## src/rtl/sosu_pkg.sv

```systemverilog
// rtl/sosu_pkg.sv - shared widths and sweep FSM states for the sosu prime scanner
package sosu_pkg;

  localparam int SOSU_W  = 4;
  localparam int SOSU_CW = 5;

  typedef enum logic [1:0] {
    IDLE  = 2'd0,
    CHECK = 2'd1,
    EMIT  = 2'd2,
    DONE  = 2'd3
  } state_t;

endpackage

```

## src/rtl/sosu_scan_if.sv

```systemverilog
// rtl/sosu_scan_if.sv - control, status and prime stream bundle of the sweep engine
interface sosu_scan_if import sosu_pkg::*; #(
  parameter int W  = SOSU_W,
  parameter int CW = SOSU_CW
);

  logic          start;
  logic [W-1:0]  lo;
  logic [W-1:0]  hi;
  logic          busy;
  logic          done;
  logic          p_valid;
  logic          p_ready;
  logic [W-1:0]  p_data;
  logic [CW-1:0] p_count;
  logic [W-1:0]  cand;

  modport master (
    output start, lo, hi, p_ready,
    input  busy, done, p_valid, p_data, p_count, cand
  );

  modport slave (
    input  start, lo, hi, p_ready,
    output busy, done, p_valid, p_data, p_count, cand
  );

endinterface

```

## src/rtl/sosu.sv

```systemverilog
// rtl/sosu.sv - combinational 4-bit prime detector
module sosu import sosu_pkg::*; (
  input  logic [SOSU_W-1:0] a,
  output logic              y
);

  always_comb begin
    y = 1'b0;
    case (a)
      4'd2, 4'd3, 4'd5, 4'd7, 4'd11, 4'd13: y = 1'b1;
      default:                              y = 1'b0;
    endcase
  end

endmodule

```

## src/rtl/sosu_scan.sv

```systemverilog
// rtl/sosu_scan.sv - sweeps [lo, hi] through sosu and streams every prime found
module sosu_scan import sosu_pkg::*; #(
  parameter int W  = SOSU_W,
  parameter int CW = SOSU_CW
) (
  input  logic         clk,
  input  logic         rst_n,
  sosu_scan_if.slave   bus
);

  state_t        state_q, state_d;
  logic [W-1:0]  cand_q, cand_d;
  logic [W-1:0]  hi_q, hi_d;
  logic [W-1:0]  p_data_q, p_data_d;
  logic          p_valid_q, p_valid_d;
  logic [CW-1:0] p_count_q, p_count_d;
  logic          busy_q, busy_d;
  logic          is_prime;

  sosu sosu_1 (
    .a (cand_q),
    .y (is_prime)
  );

  always_ff @(posedge clk or negedge rst_n) begin
    if (!rst_n) begin
      state_q <= IDLE;
    end else begin
      state_q <= state_d;
    end
  end

  always_ff @(posedge clk or negedge rst_n) begin
    if (!rst_n) begin
      cand_q    <= '0;
      hi_q      <= '0;
      p_data_q  <= '0;
      p_valid_q <= 1'b0;
      p_count_q <= '0;
      busy_q    <= 1'b0;
    end else begin
      cand_q    <= cand_d;
      hi_q      <= hi_d;
      p_data_q  <= p_data_d;
      p_valid_q <= p_valid_d;
      p_count_q <= p_count_d;
      busy_q    <= busy_d;
    end
  end

  // The cand==hi test always precedes the increment, so hi=15 ends without wrapping.
  always_comb begin
    state_d   = state_q;
    cand_d    = cand_q;
    hi_d      = hi_q;
    p_data_d  = p_data_q;
    p_valid_d = p_valid_q;
    p_count_d = p_count_q;
    busy_d    = busy_q;
    case (state_q)
      IDLE: begin
        if (bus.start) begin
          hi_d      = bus.hi;
          cand_d    = bus.lo;
          p_count_d = '0;
          busy_d    = 1'b1;
          state_d   = (bus.lo > bus.hi) ? DONE : CHECK;
        end
      end
      CHECK: begin
        if (is_prime) begin
          p_data_d  = cand_q;
          p_valid_d = 1'b1;
          p_count_d = p_count_q + 1'b1;
          state_d   = EMIT;
        end else if (cand_q == hi_q) begin
          state_d = DONE;
        end else begin
          cand_d = cand_q + 1'b1;
        end
      end
      EMIT: begin
        if (bus.p_ready) begin
          p_valid_d = 1'b0;
          if (cand_q == hi_q) begin
            state_d = DONE;
          end else begin
            cand_d  = cand_q + 1'b1;
            state_d = CHECK;
          end
        end
      end
      DONE: begin
        busy_d  = 1'b0;
        state_d = IDLE;
      end
      default: state_d = IDLE;
    endcase
  end

  assign bus.busy    = busy_q;
  assign bus.done    = (state_q == DONE);
  assign bus.p_valid = p_valid_q;
  assign bus.p_data  = p_data_q;
  assign bus.p_count = p_count_q;
  assign bus.cand    = cand_q;

endmodule

```

## src/flat_wrapper.sv

```systemverilog
// flat-port wrapper written by rule: the top's interface ports become plain ports
module sosu_scan_flat import sosu_pkg::*;
#(
  parameter int W  = SOSU_W,
  parameter int CW = SOSU_CW
)
  (clk, rst_n, bus_start, bus_lo, bus_hi, bus_p_ready, bus_busy, bus_done, bus_p_valid, bus_p_data, bus_p_count, bus_cand);
  sosu_scan_if #(.W(W), .CW(CW)) bus_i ();
  input  logic clk;
  input  logic rst_n;
  input wire logic [$bits(bus_i.start)-1:0] bus_start;
  input wire logic [$bits(bus_i.lo)-1:0] bus_lo;
  input wire logic [$bits(bus_i.hi)-1:0] bus_hi;
  input wire logic [$bits(bus_i.p_ready)-1:0] bus_p_ready;
  output wire logic [$bits(bus_i.busy)-1:0] bus_busy;
  output wire logic [$bits(bus_i.done)-1:0] bus_done;
  output wire logic [$bits(bus_i.p_valid)-1:0] bus_p_valid;
  output wire logic [$bits(bus_i.p_data)-1:0] bus_p_data;
  output wire logic [$bits(bus_i.p_count)-1:0] bus_p_count;
  output wire logic [$bits(bus_i.cand)-1:0] bus_cand;
  assign bus_i.start = bus_start;
  assign bus_i.lo = bus_lo;
  assign bus_i.hi = bus_hi;
  assign bus_i.p_ready = bus_p_ready;
  assign bus_busy = bus_i.busy;
  assign bus_done = bus_i.done;
  assign bus_p_valid = bus_i.p_valid;
  assign bus_p_data = bus_i.p_data;
  assign bus_p_count = bus_i.p_count;
  assign bus_cand = bus_i.cand;
  sosu_scan #(.W(W), .CW(CW)) u_core (.clk(clk), .rst_n(rst_n), .bus(bus_i));
endmodule
```

## config.mk

```make
export PLATFORM = sky130hd
export DESIGN_NAME = sosu_scan_flat
export DESIGN_NICKNAME = d
export VERILOG_FILES = /design/src/rtl/sosu_pkg.sv /design/src/rtl/sosu_scan_if.sv /design/src/rtl/sosu.sv /design/src/rtl/sosu_scan.sv /design/src/flat_wrapper.sv
export SDC_FILE = /design/constraint.sdc
export NUM_CORES = 1
export LEC_CHECK = 0
export CAP_MARGIN = 20
export CORE_MARGIN = 4
export CORE_UTILIZATION = 54
export DETAILED_ROUTE_END_ITERATION = 8
export PLACE_DENSITY = 0.85
export SLEW_MARGIN = 20
export SYNTH_ARGS = -nofsm -noshare
export SYNTH_HDL_FRONTEND = slang
export SYNTH_HIERARCHICAL = 1
export SYNTH_SLANG_ARGS = --single-unit
```

## constraint.sdc

```tcl
create_clock -name clk -period 3.1 [get_ports clk]
set_input_delay 0.93 -clock clk [delete_from_list [all_inputs] [get_ports clk]]
set_output_delay 0.93 -clock clk [all_outputs]
set_load 0.01 [all_outputs]
```

Yosys cells after proc, flatten, opt, wreduce, memory -nomap -nowiden
Index checks and enable logic that the tools add are counted.
Widths: inputs -> output; s select.
{"block": "word_totals", "word_cells": 59, "output_inout_bits": 16, "register_bits": 21, "input_bits": 12}
{"block": "op_classes", "n_eq_ne": 15, "magnitude_cmp": 1, "n_mux": 21, "n_reduce_logical": 13, "add_sub_neg": 2}
{"op": "$mux 4", "n": 4}
{"op": "$mux 2", "n": 6}
{"op": "$pmux 4 s3", "n": 1}
{"op": "$mux 5", "n": 2}
{"op": "$pmux 5 s2", "n": 1}
{"op": "$reduce_and 3->1", "n": 3}
{"op": "$eq 4x2->1 const B", "n": 2}
{"op": "$eq 4x3->1 const B", "n": 2}
{"op": "$eq 4x4->1 const B", "n": 2}
{"op": "$pmux 2 s4", "n": 1}
{"op": "$ne 2x2->1 const B", "n": 3}
{"op": "$reduce_and 2->1", "n": 3}
{"op": "$reduce_bool 2->1", "n": 3}
{"op": "$reduce_or 6->1", "n": 1}
{"op": "$add 5x1->5 const B", "n": 1}
{"op": "$add 4x1->4 const B", "n": 1}
{"op": "$eq 2x2->1 const B", "n": 2}
{"op": "$eq 4x4->1", "n": 1}
{"op": "$gt 4x4->1", "n": 1}
{"op": "$mux 1", "n": 4}
{"op": "$pmux 1 s2", "n": 2}
{"op": "$reduce_and 4->1", "n": 1}
{"op": "$ne 3x1->1 const B", "n": 1}
{"op": "$reduce_bool 3->1", "n": 1}
{"op": "3 further kinds", "n": 3}

Depth between registers and ports, before layout
Gate-level depths: netlist (run 1).
{"block": "logic_depth", "ltp_word": 5, "mapped_depth": 8, "ltp_nobuf": 7}

By module
The synthesis (run 1) kept the hierarchy.
{"mod": "sosu_scan", "n_inst": 1, "area_per_inst_um2": 1263.7, "cells_per_inst": 124}
{"mod": "sosu", "n_inst": 1, "area_per_inst_um2": 20.0, "cells_per_inst": 3}

Least setup slack after synthesis (run 1)
Ideal clock, no wire load.
{"block": "synth_timing", "path_kind": "input -> register", "startpoint": "input port bus_start", "endpoint": "register u_core.cand_q[0], in the netlist u_core/bus.cand[0]", "slack_ns": 0.901, "setup_ns": 0.125, "n_path_buf": 0, "t_arrival_ns": 2.074, "cell_stages": 4, "t_required_ns": 2.975, "cell_sequence": "nand2b_4 -> o21ai_0 -> a2111oi_4 -> mux2_4"}
{"block": "synth_via", "elab_chain_len": 2}
{"item": "start: declaration", "line": "flat_wrapper.sv:11", "source": "input wire logic [$bits(bus_i.start)-1:0] bus_start;"}
{"item": "$ne 2x2->1 (no source line)"}
{"item": "$reduce_and 4->1 (no source line)"}
{"item": "end signal: assignment", "line": "sosu_scan.sv:42", "source": "cand_q <= cand_d;"}
{"item": "end: declaration", "line": "sosu_scan.sv:12", "source": "logic [W-1:0] cand_q, cand_d;"}
No other way between the ends.
A chain may end at the register's enable or synchronous reset.

Worst setup path in the final report (run 1)
{"block": "layout_timing", "startpoint": "input port bus_start", "endpoint": "register u_core.cand_q[3], in the netlist u_core/bus.cand[3]"}
Same word-level chain as after synthesis.

==> flow_summary.toml, run 1 <==
[outcome]
status = "finished, final reports clean"

[die]
die_h_um = 56.76
core-area_mm2 = 0.002233
start_util_pct = 57.48
fp.dieW_um = 56.76
rows = 17
die_area_mm2 = 0.003221
pin_count = 28

[cells_and_area]
diodes = 0
fin_cells = 184
fin_area_mm2 = 0.001609
nNetsFinal = 180
drive_gt1_share_pct = 9.615
ff_latch_area_um2 = 525.5
area_growth_pct = 25.34
multi_input_area_um2 = 699.4
fill_cells = 174

[setup_path]
rr_startpoint = "u_core/bus.cand[2]"
worstPathArrival_ps = 2830
end_kind = "flop"
reg2reg_slack_ps = 750
path_class = "input port to flop"
r2r_end = "u_core/bus.cand[3]"
reg2reg_depth = 7
critPathLaunchType = "input port"
cp.required_ps = 3290
cp_max_fo = 7

[cts]
cts-hold-fix-buffers = 0
clk-insertion-delay-late_ps = 310
cts_resized = 0
clk_pin_slew_ps = 110
cts_buffers = 3
cts_tree = "built"
cts_root_buf = "clkbuf_4"
cts_max_path_buffers = 2
postCtsSetupBuffers = 0
htreeDepth = 1
clkSinkCount = 21

[worst_hold_path]
min_to = "u_core/bus.p_data[0]"
hold_path.class = "flop to flop"
min_from = "u_core/bus.p_data[0]"
holdPathStages = 1

[synthesis]
yosysMostFrequentCell = "dfrtp_1"
synth_top_cell_area_share_pct = 40.94
synth_edf_count = 0
yosysSeqAreaShare_pct = 40.94
ys_ff_latch = 21
synth_cells = 127
synth_warnings = 6
synth_area_leaders = "dfrtp_1 (41%), ha_1 (11%), mux2_2 (5.3%)"
syn-num-nets = 150
synthTopCellsByCount = "dfrtp_1 (21), inv_1 (12), ha_1 (11)"
synth_cell_types = 31
synth_area_mm2 = 0.001284
synthFlopType = "dfrtp_1"
async_flop_share_pct = 100.0
synth_area_per_cell_um2 = 10.11
synth_top_area_cell = "dfrtp_1"

[drt]
drt_wl_total_mm = 2.757
via_count = 1041
drcViolationCount = 0
drt_first_pass_iters = 4
drt-vias-per-instance = 5.658
drtIter0Drc = 22
drtAntennaViolNets = 0
wire_per_inst_um = 14.98

[grt]
top_usage_layer = "met2"
overflow = 0
antenna_found_initial = 0
globalRouteMet2Util_pct = 30.36
grt_pass1_vias = 970
met3_usage_pct = 4.368
grt_max_degree = 22
use_met1_pct = 21.11
grt_use_total_pct = 17.29
grt_pass1_wl_mm = 4.395

[sta]
whs_ps = 514.2
setup_viol = 0
max_freq_mhz = 377.9
setup_tns_ps = 0
drv_slew = 0
finalCritPeriodShare_pct = 85.36
worst_pin_slew_ps = 556.1
post-route-min-period_ps = 2646
hold_viol_final = 0
slew_headroom_pct = 62.93
fin_skew_ps = 1.584
rsz0062_at_grt = "no"

[pwr]
vdd_ir_drop_max_v = 0.0007032
leakage_nw = 0.7274
power.total_mw = 1.683
power_per_cell_area_mw_per_mm2 = 1046

[placed_design]
dpl.hpwl_mm = 2.097
dpl.cell_count = 180
io_buffers = 27
gp_congestion = 0.7310
dpl_cell_area_mm2 = 0.001583

[job]
max_cap_violations = 0
==> how the worst max path moves through the flow <==
stage          cells after the start  slack [ps]  startpoint            endpoint
2_1_floorplan                      4         900   bus_start  u_core/bus.cand[0]
3_3_place_gp                       5         280   bus_start  u_core/bus.cand[0]
3_5_place_dp                       6         220   bus_start  u_core/bus.cand[3]
4_1_cts                            6         530   bus_start  u_core/bus.cand[3]
5_1_grt                            6         440   bus_start  u_core/bus.cand[3]
6_report                           6         450   bus_start  u_core/bus.cand[3]
==> cell type report <==
| cell class | count | area share, % |
|---|---|---|
| sequential | 21 | 32.66 |
| clock buffer | 4 | 1.633 |
| timing repair buffer | 28 | 17.26 |
| multi-input combinational | 91 | 43.47 |
| tap | 28 | 2.177 |
| inverter | 12 | 2.799 |
==> layer usage <==
metal,share of wire [%],wire (um)
met5,0,0
met1,40,1099
met2,52,1426
met4,1.1,30
met3,7.3,200
==> logic make-up (layout without fill, tap and decap cells) <==
family | count (synthesis) | after routing | share of synthesized area, %
DFF | 21 | 21 | 40.94
AOI/OAI and AO/OA | 27 | 27 | 14.52
adders and majority gates | 11 | 11 | 10.72
muxes | 12 | 12 | 10.33
and+or+nand+nor | 35 | 35 | 14.82
buffers and inverters | 15 | 44 | 4.580
xor gates and xnor gates | 6 | 6 | 4.094
==> stage by stage <==
| step | setup WS (ps) | util [%] |
|---|---|---|
| 3_5_place_dp | 223.1 | 70.87 |
| 2_1_floorplan | 900.8 | - |
| 4_1_cts | 532.3 | 72.04 |
| 6_report | 453.8 | 72.04 |
| 5_1_grt | 442.0 | 72.04 |
| 3_3_place_gp | 279.6 | 70.87 |
==> registers in the layout (all words and copies together), names as in the netlist <==
name	flops
u_core/bus.busy	1
u_core/bus.cand	4
u_core/bus.p_count	5
u_core/bus.p_data	4
u_core/bus.p_valid	1
u_core/hi_q	4
u_core/state_q	2
==> cells in the final DEF, fill, tap and decap left out, types with 3 or more instances in the layout <==
| master | count |
|---|---|
| clkdlybuf4s50_1 | 27 |
| inv_1 | 12 |
| dfrtp_1 | 21 |
| xor2_1 | 6 |
| nand2_1 | 10 |
| mux2_2 | 6 |
| ha_1 | 11 |
| a21oi_1 | 6 |
| clkbuf_4 | 3 |
| nor2_1 | 5 |
| mux2i_1 | 5 |
| o21ai_0 | 10 |
| nand3_1 | 9 |
| a22o_1 | 3 |
==> power by group <==
part / switching (mW) / total (mW) / leakage (nW) / internal [mW]
sequential: 0.139 / 0.538 / 0.257 / 0.399
clock: 0.0819 / 0.132 / 0.0150 / 0.0503
combinational: 0.501 / 1.01 / 0.455 / 0.512
==> critical path, stage by stage <==
cell and delay [ps]:
clkdlybuf4s50_1 520, nand2b_4 170, o21ai_0 200, a2111oi_4 620, mux2i_1 280, nand3_1 110
Note: power is estimated with default switching activity, not from simulation.
==> run 2, diff against run 1 <==
--- a/config.mk
+++ b/config.mk
@@ -5,7 +5,6 @@
 export SDC_FILE = /design/constraint.sdc
 export NUM_CORES = 1
 export LEC_CHECK = 0
-export CAP_MARGIN = 20
 export CORE_MARGIN = 4
 export CORE_UTILIZATION = 54
 export DETAILED_ROUTE_END_ITERATION = 8
==> results of run 2 <==
The final DEF is identical to that of run 1; final timing and power are the same.
==> run 3, diff against run 2 <==
--- a/config.mk
+++ b/config.mk
@@ -7,6 +7,7 @@
 export LEC_CHECK = 0
 export CORE_MARGIN = 4
 export CORE_UTILIZATION = 54
+export CTS_CLUSTER_DIAMETER = 30
 export DETAILED_ROUTE_END_ITERATION = 8
 export PLACE_DENSITY = 0.85
 export SLEW_MARGIN = 20
==> results of run 3 <==
The final DEF is identical to that of run 1; final timing and power are the same.
